--- config.mk ---
export PLATFORM = sky130hd
export DESIGN_NAME = seq_nibble_adder
export DESIGN_NICKNAME = d
export VERILOG_FILES = /design/src/rtl/seq_add_pkg.sv /design/src/rtl/nibble_add.sv /design/src/rtl/seq_nibble_adder.sv
export SDC_FILE = /design/constraint.sdc
export NUM_CORES = 1
export LEC_CHECK = 0
export CAP_MARGIN = 20
export CORE_MARGIN = 2
export CORE_UTILIZATION = 35
export CTS_CLUSTER_DIAMETER = 80
export DETAILED_ROUTE_END_ITERATION = 6
export PLACE_DENSITY = 0.62
export REMOVE_ABC_BUFFERS = 1
export SYNTH_ARGS = -nofsm -noshare
export SYNTH_HDL_FRONTEND = slang
export SYNTH_SLANG_ARGS = --single-unit
--- constraint.sdc ---
create_clock -name clk -period 8.5 [get_ports clk]
set_clock_uncertainty 0.2 [all_clocks]
set_input_delay 1.275 -clock clk [delete_from_list [all_inputs] [get_ports clk]]
set_output_delay 1.275 -clock clk [all_outputs]
set_load 0.02 [all_outputs]
--- src/rtl/seq_add_pkg.sv ---
// Shared definitions for the nibble-serial adder: slice width and FSM state type.
package seq_add_pkg;

  localparam int NIB_W = 4;

  typedef enum logic [1:0] {
    IDLE = 2'd0,
    RUN  = 2'd1,
    DONE = 2'd2
  } state_t;

endpackage

--- src/rtl/nibble_add.sv ---
// Combinational 4-bit ripple slice: per-bit xor sum, majority carry.
module nibble_add
  import seq_add_pkg::*;
(
  input  logic [NIB_W-1:0] a,
  input  logic [NIB_W-1:0] b,
  input  logic             ci,
  output logic [NIB_W-1:0] s,
  output logic             co
);

  logic [NIB_W:0] w_c;

  assign w_c[0] = ci;

  for (genvar i = 0; i < NIB_W; i++) begin : g_bit
    assign s[i]     = a[i] ^ b[i] ^ w_c[i];
    assign w_c[i+1] = (a[i] & b[i]) | (a[i] & w_c[i]) | (b[i] & w_c[i]);
  end

  assign co = w_c[NIB_W];

endmodule

--- src/rtl/seq_nibble_adder.sv ---
// Wide adder built from one nibble slice, one nibble per clock, valid/ready on both sides.
// state | meaning
// IDLE  | waiting for operands, in_ready high
// RUN   | adding nibble idx, carry held in r_carry
// DONE  | result held until downstream takes it
module seq_nibble_adder
  import seq_add_pkg::*;
#(
  parameter int WIDTH = 16
) (
  input  logic             clk,
  input  logic             rst_n,
  input  logic             in_valid,
  output logic             in_ready,
  input  logic [WIDTH-1:0] a,
  input  logic [WIDTH-1:0] b,
  input  logic             cin,
  output logic             out_valid,
  input  logic             out_ready,
  output logic [WIDTH-1:0] sum,
  output logic             cout,
  output logic             busy
);

  localparam int NIB   = WIDTH / NIB_W;
  localparam int IDX_W = (NIB > 1) ? $clog2(NIB) : 1;

  state_t             r_state;
  state_t             w_state_nxt;
  logic [WIDTH-1:0]   r_a;
  logic [WIDTH-1:0]   r_b;
  logic [WIDTH-1:0]   r_sum;
  logic               r_carry;
  logic               r_cout;
  logic [IDX_W-1:0]   r_idx;

  logic [31:0]        w_base;
  logic [NIB_W-1:0]   w_s;
  logic               w_co;
  logic               w_last;

  assign w_base = 32'(r_idx) * NIB_W;
  assign w_last = (r_idx == IDX_W'(NIB - 1));

  nibble_add u_slice (
    .a  (r_a[w_base +: NIB_W]),
    .b  (r_b[w_base +: NIB_W]),
    .ci (r_carry),
    .s  (w_s),
    .co (w_co)
  );

  always_ff @(posedge clk or negedge rst_n) begin
    if (!rst_n) r_state <= IDLE;
    else        r_state <= w_state_nxt;
  end

  always_comb begin
    w_state_nxt = r_state;
    case (r_state)
      IDLE:    if (in_valid)  w_state_nxt = RUN;
      RUN:     if (w_last)    w_state_nxt = DONE;
      DONE:    if (out_ready) w_state_nxt = IDLE;
      default: w_state_nxt = IDLE;
    endcase
  end

  // Operands are held from capture so upstream may change a/b freely during RUN.
  always_ff @(posedge clk or negedge rst_n) begin
    if (!rst_n) begin
      r_a     <= '0;
      r_b     <= '0;
      r_sum   <= '0;
      r_carry <= 1'b0;
      r_cout  <= 1'b0;
      r_idx   <= '0;
    end else if (r_state == IDLE && in_valid) begin
      r_a     <= a;
      r_b     <= b;
      r_carry <= cin;
      r_idx   <= '0;
    end else if (r_state == RUN) begin
      r_sum[w_base +: NIB_W] <= w_s;
      r_carry                <= w_co;
      if (w_last) r_cout <= w_co;
      else        r_idx  <= r_idx + 1'b1;
    end
  end

  assign in_ready  = (r_state == IDLE);
  assign out_valid = (r_state == DONE);
  assign busy      = (r_state == RUN) || (r_state == DONE);
  assign sum       = r_sum;
  assign cout      = r_cout;

endmodule

==> results by stage, run 1 <==
Placed design:
- The congestion estimate from routability-driven global placement came to about 0.8.
- The placed cell area is around 0.0033 mm2.
- The placed wire-length estimate is 3500 um.
- The number of I/O port buffers is 56.

Layout:
- The fraction of final layout cells with drive strength greater than 1 is approximately a fifth.
- The total non-filler cell area in the finished layout is 0.00337 mm2.
- The number of nets in the layout is 290.
- The number of filler cells placed in the layout is between 600 and 700.
- Relative to the synthesized area, the layout overhead comes to 25.6%.
- The antenna cell count is 0.

Timing:
- Adding up every negative setup slack in the final design gives 0 ns.
- The portion of the clock cycle consumed by the worst path in the final layout is 40.0%.
- The number of hold violations in the final report is 0.
- The shortest period the worst path allows is between 3 and 4 ns.
- Setup repair after global routing left no endpoint under its margin.
- The final worst hold slack is 0.281 ns.
- The final count of pins violating max slew is 0.
- The worst slew margin relative to its limit is between 20% and 30%.
- Based on the critical path, the design can be clocked at up to 0.294 GHz.
- For the pin with the worst max-slew slack, the measured transition is around 1.1 ns.
- Setup violations remaining at the end of the flow were counted as 0.

Pwr:
- The switching power as a share of total power is around 37%.
- The total power density per cell area is 387 mW/mm2.
- The standby leakage power is between 0.0015 and 0.002 uW.
- The sequential power share is a little over a third.
- Cell internal power was estimated by the tool at between 800 and 900 uW.
- The switching power total is between 400 and 500 uW.
- The combinational fraction of design power is 54.8%.
- VDD sags by at most 0.161 mV.
- The share of total power in the clock network is 10.1%.

Die:
- The die span in x is 91.6 um.
- The top-level port count is 57.
- The die footprint is 0.00839 mm2.
- The core outline area is approximately 0.0073 mm2.
- For this configuration, the core starts out at a cell density of roughly 37%.
- From bottom edge to top edge, the die measures 91.6 um.
- The row count is 31.

Global routing:
- The largest net degree at the start of global routing is 55.
- The via count of the first global-routing pass was 1,676.
- The first global-routing pass estimated slightly above 8000 um of wire.
- The initial antenna violation count is 0.
- The total routing resource utilization after global routing is 12.5%.
- The total overflow left after global routing is 0.

Critical path:
- The critical path required time is 8.53 ns.
- Traced cell by cell, the critical path runs through mux4_2 -> fa_1 -> inv_1 -> fa_1 -> fa_1 -> inv_1 -> fa_1 -> nand3_1 -> o21ai_1.
- The critical path starts at r_idx[0].
- The delay of the slowest critical-path stage is 0.89 ns.
- The kind of end point of the critical path is a flop.
- Among the stages of the critical path, the cell type that occurs most often is fa_1.
- The worst register-to-register path ends at sum[3].
- The worst register-to-register path begins at r_idx[0].
- Along the worst path, the maximum fanout reaches 18.
- Among all stages on the critical path, the largest delay is contributed by dfrtp_1.
- The category of the most critical setup path is flop to flop.
- The arrival time of data at the critical path endpoint is 3.43 ns.
- The startpoint kind of the worst setup timing path is a flop.
- The worst setup slack for register-to-register paths is 5.10 ns.
- The depth of the worst register-to-register path is 9.

Route:
- The first detailed-routing pass ran for 4 iterations.
- The final route contains 1,542 vias.
- The per-cell via count in the routed design is 4.55.
- The mean routed wirelength per cell is 14.1 um.
- The number of nets still failing antenna checks after routing is 0.
- After the first detailed-routing iteration, the DRC count stood at 68.
- The total DRC errors in the routed layout is 0.
- The routed wire length is approximately 4800 um.

Logic synthesis:
- After synthesis the netlist holds a flip-flop and latch count of 54.
- The number of warnings printed during yosys synthesis is 0.
- The mean cell area of the mapped netlist is 14.7 um2.
- The most used flip-flop cell after synthesis is dfrtp_1.
- The number of enable-type register cells in the synthesized netlist is 0.
- The count of mapped cells out of synthesis is about 180.
- The cell area that synthesis handed to floorplanning was 0.00269 mm2.
- Counting distinct cell types in the post-synthesis netlist gives 33.
- The fraction of the yosys area taken by sequential cells is 50.3%.
- The share of flip-flops with an asynchronous set or reset is 100%.

Clock network:
- The TritonCTS clock tree is yes.
- In this run the post-CTS setup repair buffer count came out at 0.
- The number of buffers created by CTS is 5.
- The master cell of the clock root buffer is clkbuf_8.
- For the worst-skew pair, the clock arrives at the later sink with an insertion delay of 0.30 ns.
- The clock passes through at most 2 buffers.
- The H-tree was split into 2 levels.
- For this design, the CTS-stage hold fixing added 0 buffers.
- After clock tree synthesis, the clock-pin slew on the worst setup and hold paths is approximately 0.090 ns.
- The clock drives 54 sinks.
- The post-CTS resize count is 0.

Hold path:
- The path type of the worst min-delay path is flop to flop.
- The number of cells traversed by the worst hold path is 2.
- The worst hold path terminates at sum[10].
- The worst min-delay path startpoint is sum[10].

Run status:
- The run finished with clean final reports.

Flow run:
- The tool flagged a number of max-cap violations equal to 0.
[routing by layer]
metal	wire, um	vias up	global-route usage [%]
li1	-	761	-
met1	2300	736	17.4
met2	2200	40	19.2
met3	215	5	2.79
met4	51	0	4.55
met5	0	-	0
[area by class of cell]
cell class	instances	area (um2)	area share [%]
well taps	99	124	3.67
repair buffers	57	563	16.7
inverters	11	41.3	1.22
multi-input cells	111	1220	36.1
flip-flops and latches	54	1350	40.1
clock buffers	7	76.3	2.26
[layout by cell type (no fill, tap or decap)]
cell type / instances
xnor2_1: 1
o21ai_1: 2
and4b_1: 1
ha_1: 9
mux2_1: 2
nand2_2: 1
dfrtp_1: 54
nand4b_1: 1
nor2b_4: 1
o21ai_0: 6
nand2_1: 15
buf_4: 1
clkdlybuf4s50_1: 55
nor2_1: 1
and4_1: 2
mux2_4: 28
nand3b_1: 1
nor2_2: 1
mux2_2: 4
clkbuf_8: 5
and2b_1: 1
inv_1: 11
mux4_2: 4
nand2b_1: 2
a31oi_1: 2
clkbuf_1: 2
o31ai_1: 2
a22o_1: 6
mux4_1: 4
mux2i_1: 2
nand3_1: 3
buf_2: 1
fa_1: 4
a21oi_1: 3
nand4_1: 2
[power by group through the flow]
stage | Sequential [uW] | Combinational, uW | Clock, uW
6_report | 458 | 716 | 132
3_3_place_gp | 461 | 721 | 0
2_1_floorplan | 464 | 496 | 0
4_1_cts | 461 | 733 | 139
5_1_grt | 479 | 791 | 152
3_5_place_dp | 465 | 731 | 0
[critical path, delay by kind of cell (launching register included)]
kind | cells | cell delay, ns
adder cells (fa/ha/maj) | 4 | 1.29
buffers and inverters | 2 | 0.12
flip-flops | 1 | 0.89
AND/OR/NAND/NOR | 1 | 0.10
AO/OA/AOI/OAI | 1 | 0.12
multiplexers | 1 | 0.61
[through the flow]
step                      setup WS [ns]  cells  power (uW)  util, %
after floorplan                    5.39    176         960        -
after global placement             5.09    332        1180     45.0
after detailed placement           5.08    332        1200     45.0
after CTS                          5.05    339        1330     46.0
after global routing               4.90    339        1420     46.0
final                              5.10    339        1310     46.0
[synth_stat cells, types with 4 or more instances]
master   number  area share (%)
nand2_1      15             2.1
o21ai_0       6             1.1
fa_1          4             3.0
inv_1        11             1.5
mux2_4       28              16
dfrtp_1      54              50
mux2_2        4             1.7
mux4_2        4             3.4
ha_1          9             4.2
buf_6         5             2.1
mux4_1        4             3.9
a22o_1        6             2.0
[worst max-delay path by stage]
stage                     slack (ns)  depth (start not counted)  endpoint
final                           5.10                          9    sum[3]
after global routing            4.90                          9    sum[3]
after CTS                       5.05                          9    sum[3]
after detailed placement        5.08                          9    sum[3]
after global placement          5.09                          4      cout
after floorplan                 5.39                          8   sum[11]
[flip-flops by register name, indices dropped and copies added, names as in the netlist]
name     flops
r_idx        2
sum         16
r_b         16
cout         1
r_a         16
r_carry      1
r_state      2
[logic make-up after synthesis]
kind of cell,share of synthesized area [%]
fa+ha+maj,7.17
flops,50.3
compound gates,5.03
xor+xnor,0.326
simple gates,6.61
mux,26.2
buf+inv,4.38
No activity file was read; power rests on OpenSTA's default activity.
==> run 2, diff against run 1 <==
clock period = 3.3 ns   (was 8.5 ns; I/O delays follow)
==> results by stage, run 2 (synthesis gave the netlist of run 1 again) <==
Run status:
- The run finished with clean final reports.

Timing:
- The routed design could run at a clock period as short as 2.93 ns.
- Setup violations remaining at the end of the flow were counted as 0.
- For this run, the top clock speed supported by timing is 0.341 GHz.
- The total negative setup slack is 0 ns.
- In this run the tightest slew margin relative to its limit is just under 70%.
- The final count of pins violating max slew is 0.
- The number of hold violations in the final report is 0.
- For the pin with the worst max-slew slack, the measured transition is 0.462 ns.
- The portion of the clock cycle consumed by the worst path in the final layout is approximately nine tenths.
- The final worst hold slack is roughly 0.28 ns.
- Setup repair after global routing left no endpoint under its margin.

Clock network:
- The H-tree depth is 2.
- Clock tree synthesis found a total of 54 sinks.
- After clock tree synthesis, the clock-pin slew on the worst setup and hold paths is between 0.1 and 0.15 ns.
- The buffer levels on the longest clock path is 2.
- TritonCTS built the clock tree.
- After clock tree synthesis, the setup repair step added 0 buffers.
- At the later pin of the worst-skew pair, clock insertion delay measures 0.31 ns.
- Counting the buffers created by CTS gives 5.
- The tree is rooted in a clkbuf_8.

Die:
- The floorplan step set the die height to between 90 and 100 um.
- The core outline area is 0.00733 mm2.
- For this configuration, the core starts out at a cell density of a little over a third.
- The die footprint is between 0.008 and 0.009 mm2.
- 57 I/O pins were placed.
- The floorplan step set the die width to 91.6 um.
- The row count is 31.

Global routing:
- The largest net degree at the start of global routing is 38.
- The wire length of the first global-routing pass is 7820 um.
- For this run, the total global-route usage over all layers was measured as 12.0%.
- The initial antenna violation count is 0.
- The via count of the first global-routing pass is 1,572.
- The total global routing overflow is 0.

Layout:
- The net count of the finished layout is around 290.
- The number of antenna diodes in the final layout is 0.
- The sequential cells in the finished layout cover a total of between 0.001 and 0.0015 mm2.
- From synthesis to final layout, the design area changed by 28.6%.
- The fraction of final layout cells with drive strength greater than 1 is a little over a fifth.
- Summing all multi-input logic gate instances after layout gives 0.00122 mm2.
- The library cells used most frequently in the layout, excluding fill and tap cells, are 55 x clkdlybuf4s50_1, 54 x dfrtp_1, 28 x mux2_4.
- The number of filler cells placed in the layout is 660.
- The leading cell type in the layout, fill and taps excluded is clkdlybuf4s50_1.

Hold path:
- In this run the most critical hold path is launched from sum[14].
- The path type of the worst min-delay path is flop to flop.

Critical path:
- Data on the critical path is required at its endpoint by 3.35 ns.
- Data on the critical path arrives at its endpoint at 2.98 ns.
- Of all nets on the critical path, the largest fanout is 5.
- The start of the worst register-to-register path is r_idx[0].
- The category of the most critical setup path is flop to flop.
- Tracing the worst setup path back leads to its startpoint at r_idx[0].
- STA classifies the critical path endpoint as a flop.
- STA classifies the critical path startpoint as a flop.

Flow run:
- The tool flagged a number of max-cap violations equal to 0.

Placed design:
- The number of I/O port buffers is 56.
- Once detailed placement completed, the half-perimeter wirelength came to 3710 um.
- The routability-driven placement congestion ratio is 0.818.

Route:
- For this block, the initial DRC count from the detailed router was 69.
- In the routed design, unresolved DRC markers number 0.
- Summing over every cut layer, the via total after detailed routing is 1,596.
- The mean routed wirelength per cell is between 10 and 15 um.
- Before antenna repair, the detailed router went through 5 iterations.
- The count of nets left with antenna violations once routing finished came out at 0.
- Wires add up to around 4800 um.
- The per-cell via count in the routed design is 4.64.

Pwr:
- The completed layout was analyzed and its total power is 3500 uW.
- VDD sags by at most roughly 0.46 mV.
- The total power density per cell area is about 1000 mW/mm2.
- The analysis attributes to cell leakage a power of 0.00157 uW.
==> run 2: critical path, stage by stage (launching register included) <==
cell,delay (ns)
dfrtp_1,0.48
mux4_2,0.55
fa_1,0.40
inv_1,0.08
fa_1,0.17
fa_1,0.17
inv_1,0.05
fa_1,0.56
nand3_1,0.09
o21ai_1,0.12
==> run 2: repair_timing <==
item,CTS,global route
endpoints found under the setup margin,0,0
gates resized for setup,0,0
hold buffers,1,0
hold endpoints to repair,17,0
==> run 2: power breakdown <==
group | switching [uW] | internal [uW] | total (uW)
logic | 892 | 1020 | 1910
registers | 183 | 958 | 1140
clock network | 220 | 228 | 447
==> run 2: metrics by stage <==
step	util, %	cells	setup WS (ns)	instance area [um2]
after floorplan	-	176	0.191	2610
after global placement	45.5	335	0.406	3330
after detailed placement	45.5	335	0.370	3330
after CTS	47.1	344	0.349	3450
after global routing	47.1	344	0.213	3450
final	47.1	344	0.367	3450
==> run 2: layer usage <==
metal | share of wire [%] | vias to the layer above | GRT usage, % | wire length [um]
met5 | 0 | - | 0 | 0
met4 | 1.1 | 0 | 3.41 | 55
met3 | 5.4 | 5 | 3.29 | 259
met2 | 47 | 48 | 19.1 | 2290
met1 | 46 | 765 | 16.0 | 2220
li1 | - | 778 | - | -
==> run 2: area by class of cell <==
type                    count  area share [%]
flip-flops and latches     54            39.1
multi-input cells         111            35.2
repair buffers             61            17.6
well taps                  99            3.59
clock buffers               5            1.99
clock inverters             3            1.27
inverters                  11            1.20
==> run 2: final timing paths <==
| check | slack (ns) | cells after the start | endpoint |
|---|---|---|---|
| worst max-delay path | 0.37 | 9 | sum[3] |
| worst min-delay path | 0.28 | 2 | sum[14] |
| worst max register to register | 0.37 | 9 | sum[3] |
| worst min register to register | 0.28 | 2 | sum[14] |
| max in group asynchronous | 1.66 | 3 | r_a[9] |
| min in group asynchronous | 0.43 | 2 | sum[9] |
==> run 3, diff against run 2 <==
PLACE_DENSITY = unset   (was 0.62)
PLACE_DENSITY_LB_ADDON = 0.08   (was unset)
==> results by stage, run 3 (synthesis gave the netlist of run 1 again) <==
Placed design:
- The congestion estimate from routability-driven global placement came to 0.763.
- The HPWL after detailed placement is 3870 um.
- Buffers placed on the I/O ports in this run total 56.
- The placed cell area is 0.00334 mm2.

Die:
- The die footprint is 0.00839 mm2.
- The die is between 90 and 100 um tall.
- The row count is 31.
- The die span in x is 91.6 um.
- For this design the top-level I/O count stands at 57.
- The core outline area is roughly 0.0073 mm2.
- The effective utilization at floorplan is 36.6%.

Critical path:
- In this run the worst setup path begins at r_idx[0].
- The startpoint kind of the worst setup timing path is a flop.
- The critical register-to-register path endpoint is sum[15].
- The worst setup path is of the flop to flop kind.
- STA puts the critical path data arrival time at 2.91 ns.
- The start of the worst register-to-register path is r_idx[0].
- Data on the critical path is required at its endpoint by roughly 3.3 ns.
- The worst setup path is captured at a flop.
- Setup slack on the worst reg-to-reg path comes out at 0.38 ns.
- The largest driver fanout on the critical path is 6.
- The depth of the worst register-to-register path is 8.

Route:
- In this run, the number of DRC markers left after iteration 0 of detailed routing was 45.
- The number of nets still failing antenna checks after routing is 0.
- Detailed routing inserted a total of ~1.6k vias.
- The per-cell via count in the routed design is 4.66.
- The number of iterations in the first detailed-routing pass is 4.
- The routed wire length is approximately 5100 um.
- Dividing the detail-routed wire length by the instance count gives 14.8 um.
- The total DRC errors in the routed layout is 0.

Timing:
- Hold timing on the final database bottoms out at a slack of 0.106 ns.
- The worst slew margin relative to its limit is 55.0%.
- For the pin with the worst max-slew slack, the measured transition is 0.676 ns.
- Setup total negative slack on the finished layout was measured at 0 ns.
- The highest attainable clock frequency is 0.342 GHz.
- Setup repair after global routing left no endpoint under its margin.
- The final count of pins violating max slew is 0.
- The final critical path takes up between 80% and 90% of the cycle.
- Setup violations remaining at the end of the flow were counted as 0.
- The number of hold violations in the final report is 0.
- Subtracting the final worst setup slack from the clock period gives 2.92 ns.

Clock network:
- The post-CTS resize count is 0.
- The master cell of the clock root buffer is clkbuf_8.
- The source-to-sink clock delay at the later pin of the worst-skew pair is 0.30 ns.
- TritonCTS built the clock tree.
- Clock-pin slew was measured on the worst setup and hold paths at roughly 0.09 ns.
- The number of buffers created by CTS is 5.
- The clock sink count is 54.
- The buffer levels on the longest clock path is 2.
- The H-tree depth is 2.
- The total of hold buffers inserted after clock tree synthesis is 0.
- The number of buffers inserted to repair setup after CTS is 0.

Global routing:
- Global routing finished with a remaining overflow of 0.
- The via count of the first global-routing pass is 1,623.
- Entering global routing, the biggest net connects 55 pins.
- The wire length of the first global-routing pass is 8340 um.
- The total routing resource utilization after global routing is 12.8%.
- After global routing, the most crowded layer is met2.
- Global routing used 16.8% of the available met1 tracks.
- The initial antenna violation count is 0.
- The met2 usage in global routing is approximately a fifth.
- In the global route stage, met3 resource usage came out at 3.45%.

Run status:
- The flow ran to the end, and the final reports show no timing, DRC or antenna violations.

Layout:
- The leading cell type in the layout, fill and taps excluded is clkdlybuf4s50_1.
- The signed area change from the synthesized netlist to the final layout is 28.5%.
- The number of filler cells placed in the layout is about 670.
- The library cells used most frequently in the layout, excluding fill and tap cells, are 55 x clkdlybuf4s50_1, 54 x dfrtp_1, 28 x mux2_4.
- 0 antenna diodes ended up in the layout.
- The core occupancy in the finished layout is 47.1%.
- The number of nets in the layout is 294.
- The post-route netlist has 21.3% of its cells at a drive strength greater than 1.
- After routing the design area is 0.00345 mm2.

Pwr:
- The switching power total is 1300 uW.
- Net switching is between 30 and 40% of the power.
- Power comes to between 3000 and 4000 uW.
- The sequential power share is 32.4%.
- The share of total power in the clock network is 12.7%.
- The standby leakage power is 0.00157 uW.
- Cell internal power was estimated by the tool at 2230 uW.
- Across the VDD grid, the largest voltage drop is between 0.3 and 0.4 mV.
- Combinational logic is responsible for 55.0% of the overall power.
- In this run the power density over the cells is 1020 mW/mm2.

Hold path:
- The tightest min-delay check is of the input pin to async pin type.

Flow run:
- The max-cap violation count is 0.
-- run 3: area by class of cell --
type / instances / area (um2) / share of cell area [%]
Clock buffer: 6 / 82.6 / 2.39
Clock inverter: 1 / 30.0 / 0.870
Inverter: 11 / 41.3 / 1.20
Multi-Input combinational cell: 111 / 1220 / 35.3
Sequential cell: 54 / 1350 / 39.1
Tap cell: 99 / 124 / 3.59
Timing Repair Buffer: 61 / 606 / 17.5
-- run 3: metal layers --
layer  up-vias  share of wire, %
met5         -                 0
met4         0               1.1
met3         5               4.1
met2        37                49
met1       782                45
li1        774                 -
-- run 3: how the worst max path moves through the flow --
stage,end,slack (ns),depth (start not counted)
after global routing,sum[3],0.21,9
after detailed placement,sum[3],0.36,9
after CTS,sum[3],0.34,9
after floorplan,sum[11],0.19,8
after global placement,sum[7],0.42,8
final,sum[15],0.38,8
-- run 3: power groups by stage --
stage,Clock (uW),Sequential [uW],Combinational (uW)
after floorplan,0,1190,1280
after global placement,0,1170,1960
after detailed placement,0,1160,1970
after CTS,465,1150,1980
after global routing,488,1190,2120
final,446,1140,1940
-- run 3: stage by stage --
| step | cells | setup WS, ns |
|---|---|---|
| after global routing | 343 | 0.215 |
| after CTS | 343 | 0.340 |
| after global placement | 336 | 0.416 |
| after detailed placement | 336 | 0.358 |
| after floorplan | 176 | 0.191 |
| final | 343 | 0.380 |
-- run 3: critical path: stages, from the launching register on --
cell and delay, ns:
dfrtp_1 0.45, buf_4 0.20, mux4_1 0.32, inv_1 0.05
fa_1 0.43, fa_1 0.37, inv_1 0.07, fa_1 0.49
a22o_1 0.24
